--- src/rtl/mac_dot_seq_if.sv ---
// Command, operand-memory, PE and result signals of the dot-product sequencer.
// slave: the sequencer's view. master: the surrounding scheduler/memory/PE.
interface mac_dot_seq_if #(
   parameter int ADDR_W = 10,
   parameter int LEN_W  = 10
);
   logic                     start;
   logic                     abort;
   logic        [LEN_W-1:0]  len;
   logic        [ADDR_W-1:0] base_a;
   logic        [ADDR_W-1:0] base_b;
   logic                     busy;
   logic                     mem_rd_en;
   logic        [ADDR_W-1:0] mem_a_addr;
   logic        [ADDR_W-1:0] mem_b_addr;
   logic signed [15:0]       mem_a_rdata;
   logic signed [15:0]       mem_b_rdata;
   logic signed [15:0]       pe_a;
   logic signed [15:0]       pe_b;
   logic                     pe_clr;
   logic signed [31:0]       pe_acc;
   logic signed [31:0]       res_data;
   logic                     res_valid;
   logic                     res_ready;

   modport slave (
      input  start, abort, len, base_a, base_b,
      input  mem_a_rdata, mem_b_rdata, pe_acc, res_ready,
      output busy, mem_rd_en, mem_a_addr, mem_b_addr,
      output pe_a, pe_b, pe_clr, res_data, res_valid
   );

   modport master (
      output start, abort, len, base_a, base_b,
      output mem_a_rdata, mem_b_rdata, pe_acc, res_ready,
      input  busy, mem_rd_en, mem_a_addr, mem_b_addr,
      input  pe_a, pe_b, pe_clr, res_data, res_valid
   );
endinterface

--- src/rtl/mac_dot_seq.sv ---
// Dot-product sequencer: clears a MAC PE, streams LEN operand pairs from two
// SRAMs into it, waits out the pipeline and returns the accumulator value on
// a valid/ready result port.
module mac_dot_seq #(
   parameter int          ADDR_W  = 10,
   parameter int          LEN_W   = 10,
   parameter int unsigned MEM_LAT = 1,
   parameter int unsigned PE_LAT  = 1
) (
   input  logic          clk,
   input  logic          rst,
   mac_dot_seq_if.slave  bus
);

   // The registered PE operand stage adds one cycle on top of the memory and
   // PE latencies before the last product reaches pe_acc.
   localparam int unsigned DRAIN_CYC = MEM_LAT + PE_LAT + 1;

   typedef enum logic [2:0] {
      IDLE,
      CLEAR,
      ISSUE,
      DRAIN,
      DONE
   } state_t;

   state_t             state;
   logic [LEN_W-1:0]   len_q;
   logic [LEN_W-1:0]   idx;
   logic [7:0]         drain_cnt;
   logic [MEM_LAT-1:0] vld_sr;

   // Control FSM: command accept, read issue, drain count, result handshake.
   always_ff @(posedge clk or negedge rst) begin
      if (!rst) begin
         state          <= IDLE;
         bus.busy       <= 1'b0;
         bus.mem_rd_en  <= 1'b0;
         bus.mem_a_addr <= '0;
         bus.mem_b_addr <= '0;
         bus.pe_clr     <= 1'b0;
         bus.res_valid  <= 1'b0;
         bus.res_data   <= '0;
         len_q          <= '0;
         idx            <= '0;
         drain_cnt      <= '0;
      end else if (state != IDLE && bus.abort) begin
         state         <= IDLE;
         bus.busy      <= 1'b0;
         bus.mem_rd_en <= 1'b0;
         bus.pe_clr    <= 1'b0;
         bus.res_valid <= 1'b0;
         idx           <= '0;
         drain_cnt     <= '0;
      end else begin
         case (state)
            IDLE: begin
               if (bus.start && !bus.abort) begin
                  bus.busy       <= 1'b1;
                  len_q          <= bus.len;
                  bus.mem_a_addr <= bus.base_a;
                  bus.mem_b_addr <= bus.base_b;
                  idx            <= '0;
                  if (bus.len != '0) begin
                     bus.pe_clr <= 1'b1;
                     state      <= CLEAR;
                  end else begin
                     bus.res_data  <= '0;
                     bus.res_valid <= 1'b1;
                     state         <= DONE;
                  end
               end
            end
            CLEAR: begin
               bus.pe_clr    <= 1'b0;
               bus.mem_rd_en <= 1'b1;
               idx           <= LEN_W'(1);
               state         <= ISSUE;
            end
            ISSUE: begin
               if (idx == len_q) begin
                  bus.mem_rd_en <= 1'b0;
                  drain_cnt     <= '0;
                  state         <= DRAIN;
               end else begin
                  idx            <= idx + LEN_W'(1);
                  bus.mem_a_addr <= bus.mem_a_addr + ADDR_W'(1);
                  bus.mem_b_addr <= bus.mem_b_addr + ADDR_W'(1);
               end
            end
            DRAIN: begin
               if (drain_cnt == 8'(DRAIN_CYC - 1)) begin
                  bus.res_data  <= bus.pe_acc;
                  bus.res_valid <= 1'b1;
                  state         <= DONE;
               end else begin
                  drain_cnt <= drain_cnt + 8'd1;
               end
            end
            DONE: begin
               if (bus.res_ready) begin
                  bus.res_valid <= 1'b0;
                  bus.busy      <= 1'b0;
                  state         <= IDLE;
               end
            end
            default: state <= IDLE;
         endcase
      end
   end

   // Read-valid tracking and PE operand gating; zeros outside valid data.
   always_ff @(posedge clk or negedge rst) begin
      if (!rst) begin
         vld_sr   <= '0;
         bus.pe_a <= '0;
         bus.pe_b <= '0;
      end else if (state != IDLE && bus.abort) begin
         vld_sr   <= '0;
         bus.pe_a <= '0;
         bus.pe_b <= '0;
      end else begin
         vld_sr[0] <= bus.mem_rd_en;
         for (int unsigned i = 1; i < MEM_LAT; i++) begin
            vld_sr[i] <= vld_sr[i-1];
         end
         bus.pe_a <= vld_sr[MEM_LAT-1] ? bus.mem_a_rdata : '0;
         bus.pe_b <= vld_sr[MEM_LAT-1] ? bus.mem_b_rdata : '0;
      end
   end

endmodule

--- src/flat_wrapper.sv ---
// flat-port wrapper written by rule: the top's interface ports become plain ports
module mac_dot_seq_flat 
#(
   parameter int          ADDR_W  = 10,
   parameter int          LEN_W   = 10,
   parameter int unsigned MEM_LAT = 1,
   parameter int unsigned PE_LAT  = 1
)
  (clk, rst, bus_start, bus_abort, bus_len, bus_base_a, bus_base_b, bus_mem_a_rdata, bus_mem_b_rdata, bus_pe_acc, bus_res_ready, bus_busy, bus_mem_rd_en, bus_mem_a_addr, bus_mem_b_addr, bus_pe_a, bus_pe_b, bus_pe_clr, bus_res_data, bus_res_valid);
  mac_dot_seq_if #(.ADDR_W(ADDR_W), .LEN_W(LEN_W)) bus_i ();
  input  logic clk;
  input  logic rst;
  input wire logic [$bits(bus_i.start)-1:0] bus_start;
  input wire logic [$bits(bus_i.abort)-1:0] bus_abort;
  input wire logic [$bits(bus_i.len)-1:0] bus_len;
  input wire logic [$bits(bus_i.base_a)-1:0] bus_base_a;
  input wire logic [$bits(bus_i.base_b)-1:0] bus_base_b;
  input wire logic [$bits(bus_i.mem_a_rdata)-1:0] bus_mem_a_rdata;
  input wire logic [$bits(bus_i.mem_b_rdata)-1:0] bus_mem_b_rdata;
  input wire logic [$bits(bus_i.pe_acc)-1:0] bus_pe_acc;
  input wire logic [$bits(bus_i.res_ready)-1:0] bus_res_ready;
  output wire logic [$bits(bus_i.busy)-1:0] bus_busy;
  output wire logic [$bits(bus_i.mem_rd_en)-1:0] bus_mem_rd_en;
  output wire logic [$bits(bus_i.mem_a_addr)-1:0] bus_mem_a_addr;
  output wire logic [$bits(bus_i.mem_b_addr)-1:0] bus_mem_b_addr;
  output wire logic [$bits(bus_i.pe_a)-1:0] bus_pe_a;
  output wire logic [$bits(bus_i.pe_b)-1:0] bus_pe_b;
  output wire logic [$bits(bus_i.pe_clr)-1:0] bus_pe_clr;
  output wire logic [$bits(bus_i.res_data)-1:0] bus_res_data;
  output wire logic [$bits(bus_i.res_valid)-1:0] bus_res_valid;
  assign bus_i.start = bus_start;
  assign bus_i.abort = bus_abort;
  assign bus_i.len = bus_len;
  assign bus_i.base_a = bus_base_a;
  assign bus_i.base_b = bus_base_b;
  assign bus_i.mem_a_rdata = bus_mem_a_rdata;
  assign bus_i.mem_b_rdata = bus_mem_b_rdata;
  assign bus_i.pe_acc = bus_pe_acc;
  assign bus_i.res_ready = bus_res_ready;
  assign bus_busy = bus_i.busy;
  assign bus_mem_rd_en = bus_i.mem_rd_en;
  assign bus_mem_a_addr = bus_i.mem_a_addr;
  assign bus_mem_b_addr = bus_i.mem_b_addr;
  assign bus_pe_a = bus_i.pe_a;
  assign bus_pe_b = bus_i.pe_b;
  assign bus_pe_clr = bus_i.pe_clr;
  assign bus_res_data = bus_i.res_data;
  assign bus_res_valid = bus_i.res_valid;
  mac_dot_seq #(.ADDR_W(ADDR_W), .LEN_W(LEN_W), .MEM_LAT(MEM_LAT), .PE_LAT(PE_LAT)) u_core (.clk(clk), .rst(rst), .bus(bus_i));
endmodule
--- config.mk ---
export PLATFORM = sky130hd
export DESIGN_NAME = mac_dot_seq_flat
export DESIGN_NICKNAME = d
export VERILOG_FILES = /design/src/rtl/mac_dot_seq_if.sv /design/src/rtl/mac_dot_seq.sv /design/src/flat_wrapper.sv
export SDC_FILE = /design/constraint.sdc
export NUM_CORES = 1
export LEC_CHECK = 0
export BUFFER_PORTS_ARGS = -buffer_cell sky130_fd_sc_hd__buf_2
export CAP_MARGIN = 40
export CORE_MARGIN = 2
export CORE_UTILIZATION = 45
export CTS_BUF_LIST = sky130_fd_sc_hd__clkbuf_16
export CTS_CLUSTER_DIAMETER = 100
export CTS_CLUSTER_SIZE = 12
export DETAILED_ROUTE_END_ITERATION = 12
export PLACE_DENSITY = 0.73
export SYNTH_ARGS = -nofsm -noshare
export SYNTH_HDL_FRONTEND = slang
export SYNTH_SLANG_ARGS = --single-unit
--- constraint.sdc ---
create_clock -name clk -period 2.1 [get_ports clk]
set_input_delay 0.105 -clock clk [delete_from_list [all_inputs] [get_ports clk]]
set_output_delay 0.105 -clock clk [all_outputs]
set_load 0.01 [all_outputs]
== Word level (Yosys, flattened, before mapping) ==
Cells that the tools add are included.
Operators by class
  $add $sub $neg: 4
  equality and inequality tests: 18
  mux-type cells: 46
  bitwise logic cells: 1
  reductions and logical operators: 24
Operator list (count)
  $mux 32: 3
  $mux 10: 7
  $mux 16: 4
  $pmux 32 s2: 1
  $pmux 10 s2: 2
  $add 10x1->10 const B: 3
  $pmux 10 s3: 1
  $mux 8: 3
  $mux 3: 6
  $pmux 8 s2: 1
  $pmux 3 s5: 1
  $reduce_and 3->1: 5
  $reduce_bool 3->1: 5
  $mux 1: 13
  $ne 3x1->1 const B: 4
  $ne 3x2->1 const B: 4
  $eq 10x10->1: 1
  $reduce_and 5->1: 2
  $reduce_bool 10->1: 1
  $add 8x1->8 const B: 1
  $eq 8x2->1 const B: 1
  $reduce_and 4->1: 2
  $reduce_bool 4->1: 2
  $eq 3x2->1 const B: 2
  12 further kinds: 18
Storage, ports and cells
  register bits after elaboration: 120
  input port bits: 99
  output and inout bits: 88
  logic and storage cells: 107

== Depth between registers and ports, before layout ==
  depth after elaboration: 5
  depth in mapped cells: 8
  gate-level depth less buffers: 7

== Worst setup path before layout ==
Ideal clock, no wire load.
  kind: flip-flop to flip-flop
  from: reg u_core.state[1]
  to: reg u_core.drain_cnt[1]
  setup time: 0.128 ns
  arrival time: 1.848 ns
  required time: 1.972 ns
  path slack: 0.124 ns
  stages on the path, launching flop included: 8
  buffers on the path: 2
  clock period less this slack: 1.976 ns
  cell sequence: dfrtp_1 > buf_4 > inv_2 > or3_1 > buf_6 > nor4_4 > a211o_4 > mux2_1
Between the ends
  longest elaborated chain between the ends: 4
  elaborated cells between the ends (all ways): 10
  those cells by class: 4 x eq/ne; 2 x mux; 4 x reduce/logical
RTL lines
  start, declared: line mac_dot_seq.sv:27  | state_t state;
  start signal, assigned: line mac_dot_seq.sv:36  | state <= IDLE;
  start signal, assigned: line mac_dot_seq.sv:48  | state <= IDLE;
  start signal, assigned: line mac_dot_seq.sv:66  | state <= CLEAR;
  $reduce_bool 3->1: line mac_dot_seq.sv:47  | end else if (state != IDLE && bus.abort) begin
  $logic_and 1x1->1: line mac_dot_seq.sv:47
  $ne 3x2->1 (no line), or another cell as far along
  $reduce_and 3->1 (no line)
  end signal, assigned: line mac_dot_seq.sv:97  | drain_cnt <= drain_cnt + 8'd1;
  end, declared: line mac_dot_seq.sv:30  | logic [7:0] drain_cnt;
Parallel ways exist; a longest one is shown, timed or not.
A chain may end at the register's enable or synchronous reset.

== Final worst setup path ==
  from: reg u_core.idx[6]
  to: reg u_core.drain_cnt[1]
Between the ends
  longest elaborated chain between the ends: 3
RTL lines
  start, declared: line mac_dot_seq.sv:29  | logic [LEN_W-1:0] idx;
  start signal, assigned: line mac_dot_seq.sv:86  | idx <= idx + LEN_W'(1);
  $eq 10x10->1: line mac_dot_seq.sv:81  | if (idx == len_q) begin
  $ne 3x1->1 (no line)
  $reduce_and 3->1 (no line)
Every way passes these cells.

==> flow_metrics.py <==
metrics = {
    "cells_and_area": {
        "drive_above_1_share_pct": 30.98,
        "layout.area.seq_um2": 3005,
        "design_area_um2": 8473,
        "layout.core_utilization_pct": 67.42,
        "area_growth_pct": 46.83,
        "multi_input_comb_area_um2": 2514,
        "finish.net_count": 971,
        "fill_cells": 937,
    },
    "drt": {
        "routed_wire_length_per_instance_um": 15.57,
        "via_count": 5451,
        "detail_route.iter0.violations": 478,
        "drt_drc_violations_left": 0,
        "viasPerCell": 5.186,
        "routed_wirelength_mm": 16.37,
        "drt_pass1_iterations": 5,
        "final_antenna_net_count": 0,
    },
    "global_route": {
        "globalRouteMet1Util_pct": 31.78,
        "globalRoute.totalOverflow": 0,
        "use_met2_pct": 37.51,
        "grt_first_pass_wirelength_mm": 25.79,
        "grt_antenna_before_repair": 1,
        "grt.busiest_layer": "met2",
        "grt_usage_pct": 24.10,
        "grt_use_met3_pct": 7.003,
        "first_global_vias": 5379,
        "grt_max_degree": 54,
    },
    "pwr": {
        "static_leakage_power_nw": 3.971,
        "pwr_density_cell_nw_per_um2": 1269,
        "vdd_ir_drop_max_v": 0.0005574,
    },
    "synthesis": {
        "yosysMostFrequentCell": "sky130_fd_sc_hd__dfrtp_1",
        "yosys.area_share.xor_xnor_pct": 1.518,
        "post_synth_instance_area_um2": 5771,
        "synthSimpleGateAreaFrac_pct": 19.75,
        "synth_area_leaders": "sky130_fd_sc_hd__dfrtp_1, sky130_fd_sc_hd__mux2i_1, sky130_fd_sc_hd__nand2_1, sky130_fd_sc_hd__and2_1, sky130_fd_sc_hd__nand3_1",
        "post_synth_num_cell_types": 56,
        "synth.top_cells.by_count": "sky130_fd_sc_hd__dfrtp_1, sky130_fd_sc_hd__nand2_1, sky130_fd_sc_hd__inv_1, sky130_fd_sc_hd__nand3_1, sky130_fd_sc_hd__mux2i_1",
        "number_of_synthesized_register_bits": 120,
        "synth_area_per_cell_um2": 10.00,
        "synth_adder_area_share_pct": 1.084,
        "yosys.area.top_type_share_pct": 52.04,
        "synth_async_sr_flop_share_pct": 100.0,
        "netlist.top_cell.by_area": "sky130_fd_sc_hd__dfrtp_1",
        "synth.mux.area_fraction_pct": 8.565,
        "synth_top_family_by_area": "simple AND/OR/NAND/NOR gates",
        "ys_seq_area_share_pct": 52.04,
        "yosys_most_used_dff": "sky130_fd_sc_hd__dfrtp_1",
        "post_synth_inst_count": 577,
        "fraction_of_the_mapped_netlist_area_in_compound_gates_pct": 11.88,
        "synth.net_count": 681,
        "synth.yosys.warnings": 0,
        "synth_edf_count": 0,
    },
    "min_path": {
        "min-delay-path-class": "in -> reg",
    },
    "floorplanning": {
        "floorplan.die_area_um2": 13750,
        "placement_rows": 41,
        "die_w_um": 117.2,
        "top_level_ports": 187,
        "floorplan.initialDensity_pct": 45.91,
        "floorplan_core_area_um2": 12570,
        "die_y_um": 117.2,
    },
    "clocking": {
        "cts_tree": "built",
        "largest_buffer_count_on_any_clock_path": 2,
        "clkTransAtPathRegs_ps": 50,
        "clock_tree.htree_level_count": 4,
        "number_of_buffers_created_by_cts": 17,
        "clock-root-buffer": "sky130_fd_sc_hd__clkbuf_16",
        "clk-insertion-delay-late_ps": 410,
        "cts.sinks": 120,
    },
    "worst_setup_path": {
        "timing.critical_path.to_type": "flip-flop",
        "worstSetupStartpointType": "flip-flop",
        "critical_path_required_ps": 2380,
        "timing.setup.critical_path_class": "reg -> reg",
        "crit_arrival_ps": 2280,
        "worst-path-max-fanout": 7,
    },
    "place": {
        "post-dp-hpwl_mm": 10.50,
        "gp_congestion": 0.9300,
        "port-buffer-count": 186,
        "detailed_place.area_um2": 7044,
    },
    "sta": {
        "post-route-period-util_pct": 95.19,
        "report.final.slew_viol_count": 0,
        "hold_ws_ps": 12.59,
        "final-setup-viol-count": 0,
        "timing.clock.skew_ps": 8.335,
        "maxSlewHeadroom_pct": 61.49,
        "period_minus_slack_ps": 1999,
        "final.setup.tns_ps": 0,
        "maxClockFrequency_ghz": 0.5002,
        "rsz_0062_raised_after_global_routing": "no",
        "worst_slew_pin_slew_ps": 575.6,
        "timing_hold_violations_final": 0,
    },
    "status": {
        "run_status": "complete, no violations",
    },
    "run": {
        "cap_viol_max_count": 0,
    },
}
==> routing by layer <==
layer	wire, um	vias up
met2	7698	242
met4	357	0
met5	0	-
met1	7072	2579
li1	-	2596
met3	1238	34
==> critical path, cell delays in order (launching register included) <==
cell                      delay (ps)
sky130_fd_sc_hd__dfrtp_2         440
sky130_fd_sc_hd__xnor2_1         170
sky130_fd_sc_hd__nand4_1         270
sky130_fd_sc_hd__nor4_4          490
sky130_fd_sc_hd__a211o_4         180
sky130_fd_sc_hd__mux2_1          310
==> sequential cells by signal (all words and copies together), names as in the netlist, 3 cells and up <==
signal / count
u_core.idx: 10
u_core.state: 3
u_core.bus.pe_b: 16
u_core.bus.mem_b_addr: 10
u_core.drain_cnt: 8
u_core.bus.pe_a: 16
u_core.len_q: 10
u_core.bus.res_data: 32
u_core.bus.mem_a_addr: 10
==> what timing repair did <==
action	4_1_cts	5_1_grt
endpoints found under the setup margin	0	55
resized for setup	0	7
setup buffers	0	4
endpoints found under the hold margin	111	0
hold buffers	80	0
==> logic make-up (layout without fill, tap and decap cells) <==
kind of cell / after synthesis / after routing
adder cells (fa/ha/maj): 5 / 5
multiplexers: 48 / 48
AO/OA/AOI/OAI: 101 / 101
AND/OR/NAND/NOR: 222 / 222
XOR/XNOR: 10 / 10
other: 0 / 1
buffers and inverters: 71 / 372
flip-flops: 120 / 120
==> path summary, 6_finish.rpt <==
path | from | endpoint | slack [ps] | cells past startpoint
min | bus_base_a[6] | u_core.bus.mem_a_addr[6]$_DFFE_PN0P_ | 10 | 3
max reg2reg | u_core.idx[6]$_DFFE_PN0P_ | u_core.drain_cnt[1]$_DFFE_PN0P_ | 100 | 5
max | u_core.idx[6]$_DFFE_PN0P_ | u_core.drain_cnt[1]$_DFFE_PN0P_ | 100 | 5
min reg2reg | u_core.bus.busy$_DFFE_PN0P_ | u_core.bus.busy$_DFFE_PN0P_ | 490 | 1
min in group asynchronous | rst | u_core.idx[6]$_DFFE_PN0P_ | 200 | 2
max in group asynchronous | rst | u_core.bus.mem_a_addr[0]$_DFFE_PN0P_ | 1150 | 3
==> placed cells by master (no fill, tap or decap), types with 10 or more instances in the layout <==
master,netlist,final
sky130_fd_sc_hd__buf_2,4,185
sky130_fd_sc_hd__dfrtp_1,120,118
sky130_fd_sc_hd__dlygate4sd3_1,0,80
sky130_fd_sc_hd__nand2_1,60,60
sky130_fd_sc_hd__inv_1,41,42
sky130_fd_sc_hd__nand3_1,39,39
sky130_fd_sc_hd__mux2i_1,37,37
sky130_fd_sc_hd__buf_4,5,33
sky130_fd_sc_hd__and2_1,32,32
sky130_fd_sc_hd__nor2_1,30,29
sky130_fd_sc_hd__o21ai_0,26,26
sky130_fd_sc_hd__clkbuf_16,0,17
sky130_fd_sc_hd__a31oi_1,11,11
sky130_fd_sc_hd__and3_1,11,11
sky130_fd_sc_hd__o211ai_1,11,11
sky130_fd_sc_hd__nor3_1,10,10
sky130_fd_sc_hd__xnor2_1,10,10
sky130_fd_sc_hd__mux2_2,10,10
==> layout make-up <==
cell class / instances / share of cell area [%]
sequential: 120 / 35.47
clock buffer: 17 / 5.021
antenna: 1 / 0.02953
tap: 172 / 2.540
inverter: 42 / 1.861
clock inverter: 13 / 1.639
multi-input combinational: 386 / 29.67
timing repair buffer: 300 / 23.77
==> per-stage QoR <==
stage / std cells / power [mW] / setup WS, ps
2_1_floorplan: 577 / 6.155 / 124.1
3_3_place_gp: 936 / 7.615 / 113.4
3_5_place_dp: 936 / 7.751 / 27.62
4_1_cts: 1046 / 10.71 / 24.79
5_1_grt: 1051 / 11.46 / 7.077
6_report: 1051 / 10.76 / 101.0
==> where the power goes <==
part           internal (mW)  switching (mW)
Sequential              3.19           0.682
Combinational           1.84            2.23
Clock                   1.82           0.986
(Power assumes the default switching activity.)
